## src/rtl/seq_divider_pkg.sv

```systemverilog
`default_nettype none
// ============================================================================
//  Module      : seq_divider_pkg
//  Description : Shared definitions for the sequential restoring divider.
//                Holds the controller state encoding and the default
//                dividend/divisor widths.
//  Revision    : 1.0  initial release
// ============================================================================
package seq_divider_pkg;

    // Default widths: dividend/quotient and divisor/remainder
    localparam int XW_DEF = 8;
    localparam int YW_DEF = 4;

    // Controller states
    typedef enum logic [1:0] {
        IDLE = 2'd0,
        CALC = 2'd1,
        DONE = 2'd2
    } state_t;

endpackage : seq_divider_pkg
`default_nettype wire

```

## src/rtl/seq_divider_div_step.sv

```systemverilog
`default_nettype none
// ============================================================================
//  Module      : div_step
//  Description : One combinational restoring-division step. Shifts the next
//                dividend bit into the partial remainder, trial-subtracts the
//                divisor and keeps the difference when it is non-negative,
//                otherwise restores the shifted value.
//  Ports       : i_rem     [YW:0]   partial remainder in
//                i_x_bit            next dividend bit (MSB first)
//                i_divisor [YW-1:0] divisor
//                o_rem     [YW:0]   partial remainder out
//                o_q_bit            quotient bit for this step
//  Revision    : 1.0  initial release
// ============================================================================
module div_step #(
    parameter int YW = 4
) (
    input  logic [YW:0]   i_rem,
    input  logic          i_x_bit,
    input  logic [YW-1:0] i_divisor,
    output logic [YW:0]   o_rem,
    output logic          o_q_bit
);

    // One extra bit of headroom so the MSB of the difference is a true sign
    // bit: the shifted value is below 2^(YW+1) and the divisor below 2^YW.
    logic [YW+1:0] w_shift;
    logic [YW+1:0] w_diff;
    logic          w_neg;

    assign w_shift = {i_rem, i_x_bit};
    assign w_diff  = w_shift - {2'b00, i_divisor};
    assign w_neg   = w_diff[YW+1];

    assign o_q_bit = ~w_neg;
    assign o_rem   = w_neg ? w_shift[YW:0] : w_diff[YW:0];

endmodule : div_step
`default_nettype wire

```

## src/rtl/seq_divider.sv

```systemverilog
`default_nettype none
// ============================================================================
//  Module      : seq_divider
//  Description : Sequential unsigned restoring divider, one quotient bit per
//                clock, MSB first, with valid/ready handshakes on both sides.
//                A zero divisor skips the iterations and returns an all-ones
//                quotient with the low dividend bits as remainder.
//  Ports       : clk, rst (synchronous, active high)
//                x [XW-1:0], y [YW-1:0], in_valid, in_ready  - operand side
//                q [XW-1:0], r [YW-1:0], out_valid, out_ready - result side
//                err (only with SEQ_DIVIDER_DIV0_ERR_EN defined) - result
//                came from a divide by zero
//  Config      : `define SEQ_DIVIDER_DIV0_ERR_EN to add the err output.
//  Constraints : 2 <= XW, 1 <= YW <= XW.
//  Revision    : 1.0  initial release
// ============================================================================
module seq_divider
    import seq_divider_pkg::*;
#(
    parameter int XW = XW_DEF,
    parameter int YW = YW_DEF
) (
    input  logic          clk,
    input  logic          rst,
    input  logic [XW-1:0] x,
    input  logic [YW-1:0] y,
    input  logic          in_valid,
    output logic          in_ready,
    output logic [XW-1:0] q,
    output logic [YW-1:0] r,
    output logic          out_valid,
`ifdef SEQ_DIVIDER_DIV0_ERR_EN
    output logic          err,
`endif
    input  logic          out_ready
);

    localparam int            CW     = $clog2(XW + 1);
    localparam logic [CW-1:0] C_LAST = CW'(XW - 1);

    state_t        r_state;
    logic          r_in_ready;
    logic          r_out_valid;
    logic [XW-1:0] r_q;
    logic [YW-1:0] r_r;
    // Dividend bits shift out of the top while quotient bits shift in at the
    // bottom; after XW steps this register holds the quotient.
    logic [XW-1:0] r_qx;
    logic [YW-1:0] r_y;
    logic [YW:0]   r_rem;
    logic [CW-1:0] r_cnt;
`ifdef SEQ_DIVIDER_DIV0_ERR_EN
    logic          r_err;
`endif

    logic [YW:0]   w_rem_next;
    logic          w_q_bit;
    logic [XW-1:0] w_qx_next;
    logic          w_accept;

    assign w_accept  = in_valid && r_in_ready;
    assign w_qx_next = {r_qx[XW-2:0], w_q_bit};

    div_step #(
        .YW (YW)
    ) u_div_step (
        .i_rem     (r_rem),
        .i_x_bit   (r_qx[XW-1]),
        .i_divisor (r_y),
        .o_rem     (w_rem_next),
        .o_q_bit   (w_q_bit)
    );

    always_ff @(posedge clk) begin
        if (rst) begin
            r_state     <= IDLE;
            r_in_ready  <= 1'b1;
            r_out_valid <= 1'b0;
            r_q         <= '0;
            r_r         <= '0;
            r_qx        <= '0;
            r_y         <= '0;
            r_rem       <= '0;
            r_cnt       <= '0;
`ifdef SEQ_DIVIDER_DIV0_ERR_EN
            r_err       <= 1'b0;
`endif
        end else begin
            case (r_state)
                IDLE: begin
                    if (w_accept) begin
                        r_qx       <= x;
                        r_y        <= y;
                        r_rem      <= '0;
                        r_cnt      <= '0;
                        r_in_ready <= 1'b0;
                        if (y == '0) begin
                            // No iterations needed: publish the fixed
                            // divide-by-zero result on the next cycle.
                            r_state     <= DONE;
                            r_out_valid <= 1'b1;
                            r_q         <= '1;
                            r_r         <= x[YW-1:0];
`ifdef SEQ_DIVIDER_DIV0_ERR_EN
                            r_err       <= 1'b1;
`endif
                        end else begin
                            r_state <= CALC;
`ifdef SEQ_DIVIDER_DIV0_ERR_EN
                            r_err   <= 1'b0;
`endif
                        end
                    end
                end

                CALC: begin
                    r_qx  <= w_qx_next;
                    r_rem <= w_rem_next;
                    r_cnt <= r_cnt + 1'b1;
                    if (r_cnt == C_LAST) begin
                        // Final step: capture the step outputs directly so
                        // the result is visible on the XW-th edge.
                        r_state     <= DONE;
                        r_out_valid <= 1'b1;
                        r_q         <= w_qx_next;
                        r_r         <= w_rem_next[YW-1:0];
                    end
                end

                DONE: begin
                    // in_ready only rises after the hand-off edge, so a new
                    // accept can never share a cycle with a hand-off.
                    if (out_ready) begin
                        r_state     <= IDLE;
                        r_out_valid <= 1'b0;
                        r_in_ready  <= 1'b1;
`ifdef SEQ_DIVIDER_DIV0_ERR_EN
                        r_err       <= 1'b0;
`endif
                    end
                end

                default: begin
                    r_state     <= IDLE;
                    r_out_valid <= 1'b0;
                    r_in_ready  <= 1'b1;
                end
            endcase
        end
    end

    assign in_ready  = r_in_ready;
    assign out_valid = r_out_valid;
    assign q         = r_q;
    assign r         = r_r;
`ifdef SEQ_DIVIDER_DIV0_ERR_EN
    assign err       = r_err;
`endif

endmodule : seq_divider
`default_nettype wire

```

## config.mk

```make
export PLATFORM = sky130hd
export DESIGN_NAME = seq_divider
export DESIGN_NICKNAME = d
export VERILOG_FILES = /design/src/rtl/seq_divider_pkg.sv /design/src/rtl/seq_divider_div_step.sv /design/src/rtl/seq_divider.sv
export SDC_FILE = /design/constraint.sdc
export NUM_CORES = 1
export LEC_CHECK = 0
export BUFFER_PORTS_ARGS = -buffer_cell sky130_fd_sc_hd__buf_2
export CAP_MARGIN = 20
export CELL_PAD_IN_SITES_DETAIL_PLACEMENT = 0
export CELL_PAD_IN_SITES_GLOBAL_PLACEMENT = 1
export CORE_ASPECT_RATIO = 1.75
export CORE_MARGIN = 2
export CORE_UTILIZATION = 41
export DETAILED_ROUTE_END_ITERATION = 8
export PLACE_DENSITY_LB_ADDON = 0.1
export SYNTH_ARGS = -nofsm -noshare
export SYNTH_HDL_FRONTEND = slang
export SYNTH_SLANG_ARGS = --single-unit
```

## constraint.sdc

```tcl
create_clock -name clk -period 2.46 [get_ports clk]
set_clock_uncertainty 0.2 [all_clocks]
set_input_delay 0.615 -clock clk [delete_from_list [all_inputs] [get_ports clk]]
set_output_delay 0.615 -clock clk [all_outputs]
set_load 0.05 [all_outputs]
```

**Word level (Yosys, flattened, before mapping)**

Index checks and enable logic that the tools add are counted.

- Flip-flop bits (word level): 37
- Input bits: 16
- Output and inout port bits: 14
- Logic and storage cells: 58

- $add $sub $neg: 2
- Equal/unequal tests: 7
- Mux-type cells: 28
- Bitwise gates (word level): 2
- Reduce and logical (&&, ||, !) cells: 10

Operators by type and width:

| cell | number |
|---|---|
| 8-bit 2-to-1 mux | 4 |
| 8-bit one-hot mux with 2 select lines | 2 |
| 4-bit 2-to-1 mux | 4 |
| 4-bit one-hot mux with 2 select lines | 2 |
| 5-bit 2-to-1 mux | 2 |
| 5-bit one-hot mux with 2 select lines | 1 |
| 2-bit 2-to-1 mux | 4 |
| 2-bit inequality test (second input constant) | 4 |
| 4-bit AND reduction | 2 |
| 1-bit 2-to-1 mux | 6 |
| 1-bit one-hot mux with 3 select lines | 2 |
| 2-bit one-hot mux with 3 select lines | 1 |
| 3-bit AND reduction | 2 |
| 6-bit by 4-bit subtractor with 6-bit output | 1 |
| 4-bit by 1-bit adder with 4-bit output (second input constant) | 1 |
| 4-bit by 3-bit equality test with 1-bit output (second input constant) | 1 |
| 4-bit zero test | 1 |
| 2-bit AND reduction | 2 |
| 2-bit by 1-bit equality test with 1-bit output (second input constant) | 1 |
| 2-bit equality test (second input constant) | 1 |
| 2-bit zero test | 1 |
| 1-bit inverter | 2 |
| 2-bit nonzero test | 1 |
| 1-bit logical AND | 1 |

**Logic depth before layout (Yosys ltp)**

Gate-level depths: netlist (run 1).

- Word-level depth: 4
- Gate-level depth with buffers: 9
- Mapped depth without buffers: 9

**Cells and area by module**

A second synthesis (run 1) with hierarchy kept.

- Cell total of the unflattened synthesis: 222
- Area, all modules: 2152.1 µm²

By module, submodules not included:

| module | instances | cells each | area each (µm²) | sequential area each (µm²) |
|---|---|---|---|---|
| seq_divider | 1 | 185 | 1808.0 | 740.7 |
| div_step | 1 | 37 | 344.1 | 0.0 |

**Worst setup path before layout (run 1)**

No wires, ideal clock.

- Path type: reg-to-reg
- From: register r_y[1]
- To: register r_rem[1]
- Setup time: 0.145 ns
- Arrival time: 1.778 ns
- Data required time: 2.115 ns
- Slack: 0.337 ns
- Cell stages (with the launch flop): 8
- Buffers on the path: 0
- Period minus slack after synthesis: 2.123 ns
- Cell sequence: dfxtp_1 inv_1 ha_1 nor2b_1 o2111a_1 a211oi_1 a2bb2oi_1 a211oi_1

- Cells in the longest elaborated chain, start to end: 3

Ends and longest elaborated chain:

| item | RTL line | RTL |
|---|---|---|
| from (decl) | seq_divider.sv:49 | `logic [YW-1:0] r_y;` |
| from (signal assigned) | seq_divider.sv:93 | `r_y <= y;` |
| 6-bit by 4-bit subtractor with 6-bit output | seq_divider_div_step.sv:32 | `assign w_diff = w_shift - {2'b00, i_divisor};` |
| 5-bit 2-to-1 mux | seq_divider_div_step.sv:36 | `assign o_rem = w_neg ? w_shift[YW:0] : w_diff[YW:0];` |
| 5-bit one-hot mux with 2 select lines | seq_divider.sv:89 | `case (r_state)` |
| to (signal assigned) | seq_divider.sv:118 | `r_rem <= w_rem_next;` |
| to (decl) | seq_divider.sv:50 | `logic [YW:0] r_rem;` |

No other way between the ends.
A chain may end at the register's enable or synchronous reset.

**Worst setup path after layout (run 1)**

- From: register r_y[1]
- To: register r_r[1], in the netlist r[1]

- Cells in the longest elaborated chain, start to end: 4

Ends and longest elaborated chain:

| item | RTL line | RTL |
|---|---|---|
| 6-bit by 4-bit subtractor with 6-bit output | seq_divider_div_step.sv:32 |  |
| 5-bit 2-to-1 mux | seq_divider_div_step.sv:36 |  |
| 4-bit 2-to-1 mux | seq_divider.sv:120 | `if (r_cnt == C_LAST) begin` |
| 4-bit one-hot mux with 2 select lines | seq_divider.sv:89 |  |
| to (signal assigned) | seq_divider.sv:103 | `r_r <= x[YW-1:0];` |
| to (signal assigned) | seq_divider.sv:126 | `r_r <= w_rem_next[YW-1:0];` |
| to (decl) | seq_divider.sv:45 | `logic [YW-1:0] r_r;` |

No other way between the ends. The select of a mux whose other input is x is not followed.

==> impl_metrics.yaml, run 1 <==
yosys:
  synth.area.top_cells: "dfxtp_1 40%, nand2_1 6.5%, nor2_1 5.9%"
  synth_ff_type: "dfxtp_1"
  synth_seq_cells: 37
  synth_edf_count: 0
  avgSynthCellArea_um2: 8.24
  yosysSeqAreaShare: 0.403
  synth_cell_type_count: 43
  synth_area_mm2: 0.00184
  yosysWarnings: 0
  ys_async_sr_fraction: 0
  syn_inst: 223
  synth_top_area_share: 0.403
  synth_area_leader_cell: "dfxtp_1"
  synth_nets: 245
placement:
  placed_area_mm2: 0.00207
  gp_congestion: 0.803
  io_buffers: 29
  dpl_worst_slack_ps: 134
  hpwl_mm: 3.19
power_and_ir_drop:
  p_leak_nw: 0.882
  p_per_area_mw_per_mm2: 839
  ir_worst_vdd_v: 0.000601
  power_mw: 1.84
cts:
  clk_path_buf_depth: 2
  numCtsBuffers: 5
  cts_hold_buffers: 0
  clock_sinks: 37
  clk_latency_ps: 290
  htree_num_levels: 2
  cts_tree: "built"
  post_cts_buffers: 0
  path_clk_slew_ps: 80
  ctsResizeCount: 0
  root_buffer: "clkbuf_8"
routing:
  wirelength_mm: 4.33
  drt_iter0_markers: 25
  firstDrtPassIters: 4
  drcViolationCount: 0
  num_vias: 1688
  wl_per_cell_um: 14.2
  viasPerCell: 5.52
  antenna_left: 0
job:
  drv_cap: 0
floorplan:
  initial_core_util: 0.421
  die_h_um: 92.6
  rows: 32
  die_w_um: 54.6
  io_pins: 30
  dieArea_mm2: 0.00506
  core_mm2: 0.00436
timing:
  worst_pin_slew_ps: 681
  finalSetupTns_ps: 0
  period_needed_ps: 2320
  rsz0062_at_grt: "no"
  hold_violations: 0
  slew_headroom: 0.546
  fmax_mhz: 430
  fin_ws_ps: 137
  slew_violations: 0
  period_share: 0.944
  setup_violations: 0
layout:
  final_cell_area_mm2: 0.00219
  area_growth_syn_to_layout_pct: 19.3
  num_antenna_cells: 0
  final_nets: 276
  drive_gt1_frac: 0.235
critical_path:
  crit_arrival_ps: 2280
  path_max_fanout: 4
  slowest_stage: "a211oi_1"
  cpPeakStageDelay_ps: 420
  worstPathCellList: "inv_1 -> ha_1 -> nor2b_2 -> o2111a_1 -> a211oi_1 -> a2bb2oi_1 -> a311oi_1"
  crit-reg2reg-capture: "r[1]"
  reg2reg_from: "r_y[1]"
  r2r_cells: 7
  required_ps: 2410
  worstSetupStartpointType: "flop"
  timing.reg2reg.setup_slack_ps: 140
  path_class: "reg2reg"
  crit_path_end_kind: "flop"
global_route:
  grt_max_degree: 38
  antenna_found_initial: 0
  overflow: 0
  grt_pass1_vias: 1697
  grt_util_all_layers: 0.199
  grt_first_pass_wirelength_mm: 7.54
min_path:
  hold_class: "reg2reg"
  whs_path_depth: 2
  hold_path_end: "r_y[1]"
  hp-start: "r_y[1]"
outcome:
  outcome: "completed"
==> synthesized netlist by cell type (all sizes together) (2+ instances only) <==
cell type	n
o21a	2
nand2	32
clkbuf	8
dfxtp	37
ha	5
nor2	30
and3	2
nor3	12
a311oi	11
nand2b	2
a211oi	9
a21oi	14
or3	2
a21o	2
inv	8
o21ai	7
buf	6
nor2b	9
nand3	5
a2bb2oi	3
==> per-stage QoR <==
step                      std cells   util  hold WS, ps
after floorplan                 223      -          236
after CTS                       306  0.502          261
after detailed placement        298  0.474          250
after global routing            306  0.502          273
final                           306  0.502          259
after global placement          298  0.474          242
==> per-layer routing <==
layer  wire, um  vias up  global-route usage
met2       2270       33               0.343
li1           -      859                   -
met4        100        0              0.0688
met5          0        -                   0
met1       1820      788               0.230
met3        136        8              0.0387
==> layout by cell type, fill, tap and decap left out, types with 2 or more instances in the layout <==
cell,count
nor2_1,29
or3_1,2
a21o_2,2
a211oi_1,9
clkbuf_8,6
ha_1,5
nand2b_1,2
a2bb2oi_1,2
nand3_1,5
inv_1,8
dfxtp_1,37
a21oi_1,14
buf_2,29
o21ai_0,7
nor2b_1,8
a311oi_1,10
nand2_1,32
nor3_1,11
buf_4,8
and3_1,2
==> report_power, final <==
part | switching (mW) | total [mW] | leakage (nW) | internal (mW)
Combinational | 0.330 | 0.555 | 0.522 | 0.225
Clock | 0.230 | 0.560 | 0.0574 | 0.330
Sequential | 0.0589 | 0.723 | 0.303 | 0.664
==> flip-flops by register name, indices dropped and copies added, names as in the netlist <==
signal and cells:
r_y 4, r_state 2, r 4, r_qx 8, r_rem 5, out_valid 1
in_ready 1, r_cnt 4, q 8
==> final cells by class <==
cell class,instances,area (um^2)
clock inverters,2,37.5
repair buffers,38,225
multi-input cells,164,1010
flip-flops and latches,37,741
well taps,51,63.8
clock buffers,6,82.6
inverters,8,30.0
fillers,469,2170
==> cells by family after synthesis <==
| family | count (synthesis) | share of synthesized area |
|---|---|---|
| AND/OR/NAND/NOR | 101 | 0.262 |
| AO/OA/AOI/OAI | 55 | 0.231 |
| flip-flops | 37 | 0.403 |
| buffers and inverters | 22 | 0.0477 |
| adder cells (fa/ha/maj) | 6 | 0.0449 |
| XOR/XNOR | 1 | 0.00477 |
| multiplexers | 1 | 0.00613 |
==> worst max-delay path: cells and delay by family, from the launching register on <==
| family | cells | cell delay (ps) |
|---|---|---|
| compound gates | 4 | 1110 |
| simple gates | 1 | 180 |
| buf+inv | 1 | 70 |
| flops | 1 | 330 |
| fa+ha+maj | 1 | 290 |
==> worst max path at each step <==
stage,from,endpoint,slack (ps),depth (start not counted)
finish,r_y[1],r[1],140,7
CTS,r_y[1],r[1],130,7
detailed placement,r_y[1],r[1],130,7
floorplan,r_y[1],r_rem[1],340,7
global placement,r_y[1],r[1],170,7
global route,r_y[1],r[1],8,7
Note: power is estimated with default switching activity, not from simulation.
==> run 2, diff against run 1 <==
--- a/config.mk
+++ b/config.mk
@@ -13,6 +13,7 @@
 export CORE_MARGIN = 2
 export CORE_UTILIZATION = 41
 export DETAILED_ROUTE_END_ITERATION = 8
+export GPL_TIMING_DRIVEN = 0
 export PLACE_DENSITY_LB_ADDON = 0.1
 export SYNTH_ARGS = -nofsm -noshare
 export SYNTH_HDL_FRONTEND = slang
==> impl_metrics.yaml, run 2 (synthesis gave the netlist of run 1 again) <==
global_route:
  grt_pass1_vias: 1621
  grt_util_all_layers: 0.213
  antenna_found_initial: 0
  overflow: 0
  grt_first_pass_wirelength_mm: 7.86
  grt_max_degree: 11
critical_path:
  r2r_cells: 7
  crit-reg2reg-capture: "r_rem[0]"
  path_max_fanout: 4
  timing.reg2reg.setup_slack_ps: 130
  slowest_stage: "a2111oi_4"
  cp.depth: 7
  reg2reg_from: "r_y[1]"
  cpPeakStageDelay_ps: 430
  worstSetupStartpointType: "flop"
  startpoint: "r_y[1]"
  path_class: "reg2reg"
  crit_path_end_kind: "flop"
  crit_arrival_ps: 2330
  cp-endpoint: "r_rem[0]"
  required_ps: 2460
  cp_top_family: "compound AO/OA/AOI/OAI gates"
  worstPathCellList: "inv_1 -> ha_1 -> nor2b_2 -> o2111a_2 -> a2111oi_4 -> a2bb2oi_2 -> a211oi_1"
  worst-path-buf-inv: 1
placement:
  dpl_worst_slack_ps: -25.1
  io_buffers: 28
  hpwl_mm: 3.54
  gp_congestion: 0.803
  numPlacedInstances: 302
timing:
  rsz0062_at_grt: "no"
  slew_headroom: 0.540
  finalSetupTns_ps: 0
  fmax_mhz: 429
  fin_ws_ps: 130
  slew_violations: 0
  setup_violations: 0
  period_share: 0.947
  period_needed_ps: 2330
  hold_violations: 0
  hold_ws_ps: 256
  worst_pin_slew_ps: 688
floorplan:
  die_h_um: 92.6
  dieArea_mm2: 0.00506
  initial_core_util: 0.421
  core_mm2: 0.00436
  rows: 32
  die_w_um: 54.6
  io_pins: 30
power_and_ir_drop:
  p_clk_frac: 0.247
  power_mw: 1.74
  p_sw_mw: 0.624
  ir_worst_vdd_v: 0.000391
  p_leak_nw: 0.859
  p_sw_frac: 0.358
  power_frac_seq: 0.411
  p_int_mw: 1.12
  combPwrFrac: 0.342
  p_per_area_mw_per_mm2: 802
cts:
  clock_sinks: 37
  clk_path_buf_depth: 2
  root_buffer: "clkbuf_8"
  path_clk_slew_ps: 70
  numCtsBuffers: 5
  cts_hold_buffers: 0
  clk_latency_ps: 290
  cts_tree: "built"
  htree_num_levels: 2
layout:
  num_antenna_cells: 0
  finalNonFillerCells: 310
  regArea_um2: 741
  final_nets: 281
  multiInputGateArea_mm2: 0.00105
  nFillCells: 448
  mostFrequentLayoutCells: "37 x dfxtp_1, 32 x buf_2, 32 x nand2_1, 29 x nor2_1, 14 x a21oi_1"
  area_growth_syn_to_layout_pct: 18.2
  drive_gt1_frac: 0.220
  layout_commonest_cell: "dfxtp_1"
routing:
  wl_per_cell_um: 15.3
  drt_iter0_markers: 68
  firstDrtPassIters: 4
  wirelength_mm: 4.73
  antenna_left: 0
  wl_met1_mm: 1.94
  wl_met2_mm: 2.59
  viasPerCell: 5.45
  wl_met3_um: 132
  highest_layer: "met4"
  drcViolationCount: 0
  num_vias: 1691
outcome:
  outcome: "completed"
min_path:
  hold_class: "reg2reg"
job:
  drv_cap: 0
## run 2: changes by cell type in the layout (fill, tap and decap cells not counted), moves of 2 or more
| cell | before | now |
|---|---|---|
| a2bb2oi_1 | 2 | 0 |
| clkbuf_1 | 0 | 9 |
| a2bb2oi_2 | 1 | 3 |
| buf_1 | 0 | 2 |
| buf_4 | 8 | 1 |
| buf_2 | 29 | 32 |
## run 2: power by group through the flow
stage	Combinational [mW]	Clock (mW)	Sequential (mW)
2_1_floorplan	0.353	0	0.794
3_3_place_gp	0.548	0	0.729
3_5_place_dp	0.550	0	0.730
4_1_cts	0.559	0.438	0.716
5_1_grt	0.656	0.466	0.726
6_report	0.595	0.431	0.716
## run 2: metrics by stage
stage | cell area, um^2 | utilization
2_1_floorplan | 1840 | -
3_3_place_gp | 2040 | 0.468
3_5_place_dp | 2040 | 0.468
4_1_cts | 2130 | 0.489
5_1_grt | 2170 | 0.498
6_report | 2170 | 0.498
## run 2: per-layer routing
metal  up-vias  global-route usage
met3         6              0.0339
met2        28               0.387
met4         0              0.0688
met5         -                   0
met1       792               0.235
li1        865                   -
## run 2: worst reg2reg max path, stage by stage, from the launching register on
cell	delay, ps
dfxtp_1	330
inv_1	80
ha_1	310
nor2b_2	190
o2111a_2	310
a2111oi_4	430
a2bb2oi_2	140
a211oi_1	250
## run 2: repair_timing
action                                  CTS  global route
buffers inserted                          0             1
pin swaps                                 0             1
gates cloned                              0             0
gates resized for setup                   1             6
endpoints found under the setup margin    2             7
## run 2: layout make-up
cell class                      instances  share of cell area
Buffer                                 14              0.0265
Clock buffer                            7              0.0397
Inverter                                8              0.0138
Multi-Input combinational cell        164               0.482
Sequential cell                        37               0.341
Tap cell                               51              0.0294
Timing Repair Buffer                   29              0.0679
## run 2: worst min path at each step
| stage | start | to | cells past startpoint | slack, ps |
|---|---|---|---|---|
| 6_report | r_y[3] | r_y[3] | 2 | 260 |
| 4_1_cts | r_y[2] | r_y[2] | 2 | 260 |
| 3_5_place_dp | r_y[2] | r_y[2] | 2 | 250 |
| 5_1_grt | r_y[3] | r_y[3] | 2 | 290 |
| 2_1_floorplan | r_y[1] | r_y[1] | 2 | 240 |
| 3_3_place_gp | r_y[3] | r_y[3] | 2 | 240 |
==> run 3, diff against run 2 <==
--- a/config.mk
+++ b/config.mk
@@ -6,7 +6,6 @@
 export NUM_CORES = 1
 export LEC_CHECK = 0
 export BUFFER_PORTS_ARGS = -buffer_cell sky130_fd_sc_hd__buf_2
-export CAP_MARGIN = 20
 export CELL_PAD_IN_SITES_DETAIL_PLACEMENT = 0
 export CELL_PAD_IN_SITES_GLOBAL_PLACEMENT = 1
 export CORE_ASPECT_RATIO = 1.75
==> constraint.sdc (replaced) <==
create_clock -name clk -period 2.46 [get_ports clk]
set_clock_uncertainty 0.2 [all_clocks]
set_input_delay 0.738 -clock clk [delete_from_list [all_inputs] [get_ports clk]]
set_output_delay 0.738 -clock clk [all_outputs]
set_load 0.05 [all_outputs]
==> impl_metrics.yaml, run 3 (synthesis gave the netlist of run 1 again) <==
routing:
  drcViolationCount: 0
  drt_iter0_markers: 45
  viasPerCell: 5.50
  antenna_left: 0
  num_vias: 1704
  wl_per_cell_um: 15.3
  wirelength_mm: 4.76
  firstDrtPassIters: 4
layout:
  final_util: 0.499
  layout_commonest_cell: "dfxtp_1"
  final_cell_area_mm2: 0.00218
  final_nets: 281
  regArea_um2: 741
  num_antenna_cells: 0
  drive_gt1_frac: 0.224
  mostFrequentLayoutCells: "37 x dfxtp_1, 32 x buf_2, 32 x nand2_1, 29 x nor2_1, 14 x a21oi_1"
  multiInputGateArea_mm2: 0.00105
  nFillCells: 446
  finalNonFillerCells: 310
  area_growth_syn_to_layout_pct: 18.6
timing:
  slew_violations: 0
  finalSetupTns_ps: 0
  rsz0062_at_grt: "no"
  fmax_mhz: 429
  worst_pin_slew_ps: 693
  period_share: 0.948
  slew_headroom: 0.536
  fin_ws_ps: 128
  setup_violations: 0
  period_needed_ps: 2330
  hold_violations: 0
  hold_ws_ps: 256
placement:
  placed_area_mm2: 0.00204
  numPlacedInstances: 302
  gp_congestion: 0.803
  io_buffers: 28
  dpl_worst_slack_ps: -141
  hpwl_mm: 3.54
critical_path:
  path_max_fanout: 4
  worstSetupStartpointType: "flop"
  crit_path_end_kind: "flop"
  crit_arrival_ps: 2330
  path_class: "reg2reg"
  required_ps: 2460
floorplan:
  initial_core_util: 0.421
  dieArea_mm2: 0.00506
  core_mm2: 0.00436
  io_pins: 30
  die_h_um: 92.6
  rows: 32
  die_w_um: 54.6
cts:
  cts_hold_buffers: 0
  clock_sinks: 37
  clk_path_buf_depth: 2
  cts_tree: "built"
  numCtsBuffers: 5
  path_clk_slew_ps: 70
  htree_num_levels: 2
  clk_latency_ps: 290
  root_buffer: "clkbuf_8"
job:
  drv_cap: 0
global_route:
  antenna_found_initial: 0
  grt_pass1_vias: 1621
  overflow: 0
  grt_util_all_layers: 0.213
  grt_max_degree: 11
  grt_first_pass_wirelength_mm: 7.86
power_and_ir_drop:
  ir_worst_vdd_v: 0.000390
  p_clk_frac: 0.247
  p_sw_mw: 0.623
  power_mw: 1.74
  p_leak_nw: 0.859
  power_frac_seq: 0.411
  p_per_area_mw_per_mm2: 799
  p_int_mw: 1.12
  combPwrFrac: 0.342
  p_sw_frac: 0.358
outcome:
  outcome: "completed"
min_path:
  hold_class: "reg2reg"
[run 3: power by group through the flow]
stage | registers [mW] | clock network (mW) | logic [mW]
after floorplan | 0.794 | 0 | 0.353
after global placement | 0.729 | 0 | 0.548
after detailed placement | 0.730 | 0 | 0.550
after CTS | 0.716 | 0.438 | 0.559
after global routing | 0.726 | 0.466 | 0.657
final | 0.717 | 0.430 | 0.595
[run 3: worst max-delay path: stages (launching register included)]
cell and delay (ps):
dfxtp_1 330, inv_1 80, ha_1 310, nor2b_2 190, o2111a_2 310, a2111oi_4 430
a2bb2oi_2 130, a311oi_1 260
[run 3: per-layer routing]
layer	wire length (um)	vias to the layer above	share of wire	GRT usage
li1	-	864	-	-
met1	1940	800	0.41	0.235
met2	2600	34	0.55	0.387
met3	144	6	0.030	0.0339
met4	71	0	0.015	0.0688
met5	0	-	0	0
[run 3: path summary, 6_finish.rpt]
kind,depth (start not counted),slack [ps],from,to
worst max-delay path,7,130,r_y[1],r[2]
worst min-delay path,2,260,r_y[3],r_y[3]
worst max register to register,7,130,r_y[1],r[2]
worst min register to register,2,260,r_y[3],r_y[3]
[run 3: area by class of cell]
class,instances,area share
well taps,51,0.0293
inverters,8,0.0138
flip-flops and latches,37,0.340
clock buffers,7,0.0396
multi-input cells,164,0.483
repair buffers,29,0.0677
plain buffers,14,0.0264
[run 3: timing repair]
item,4_1_cts,5_1_grt
pin swaps,0,1
endpoints found under the hold margin,0,0
setup buffers,0,1
resized for setup,1,7
setup endpoints to repair,2,12
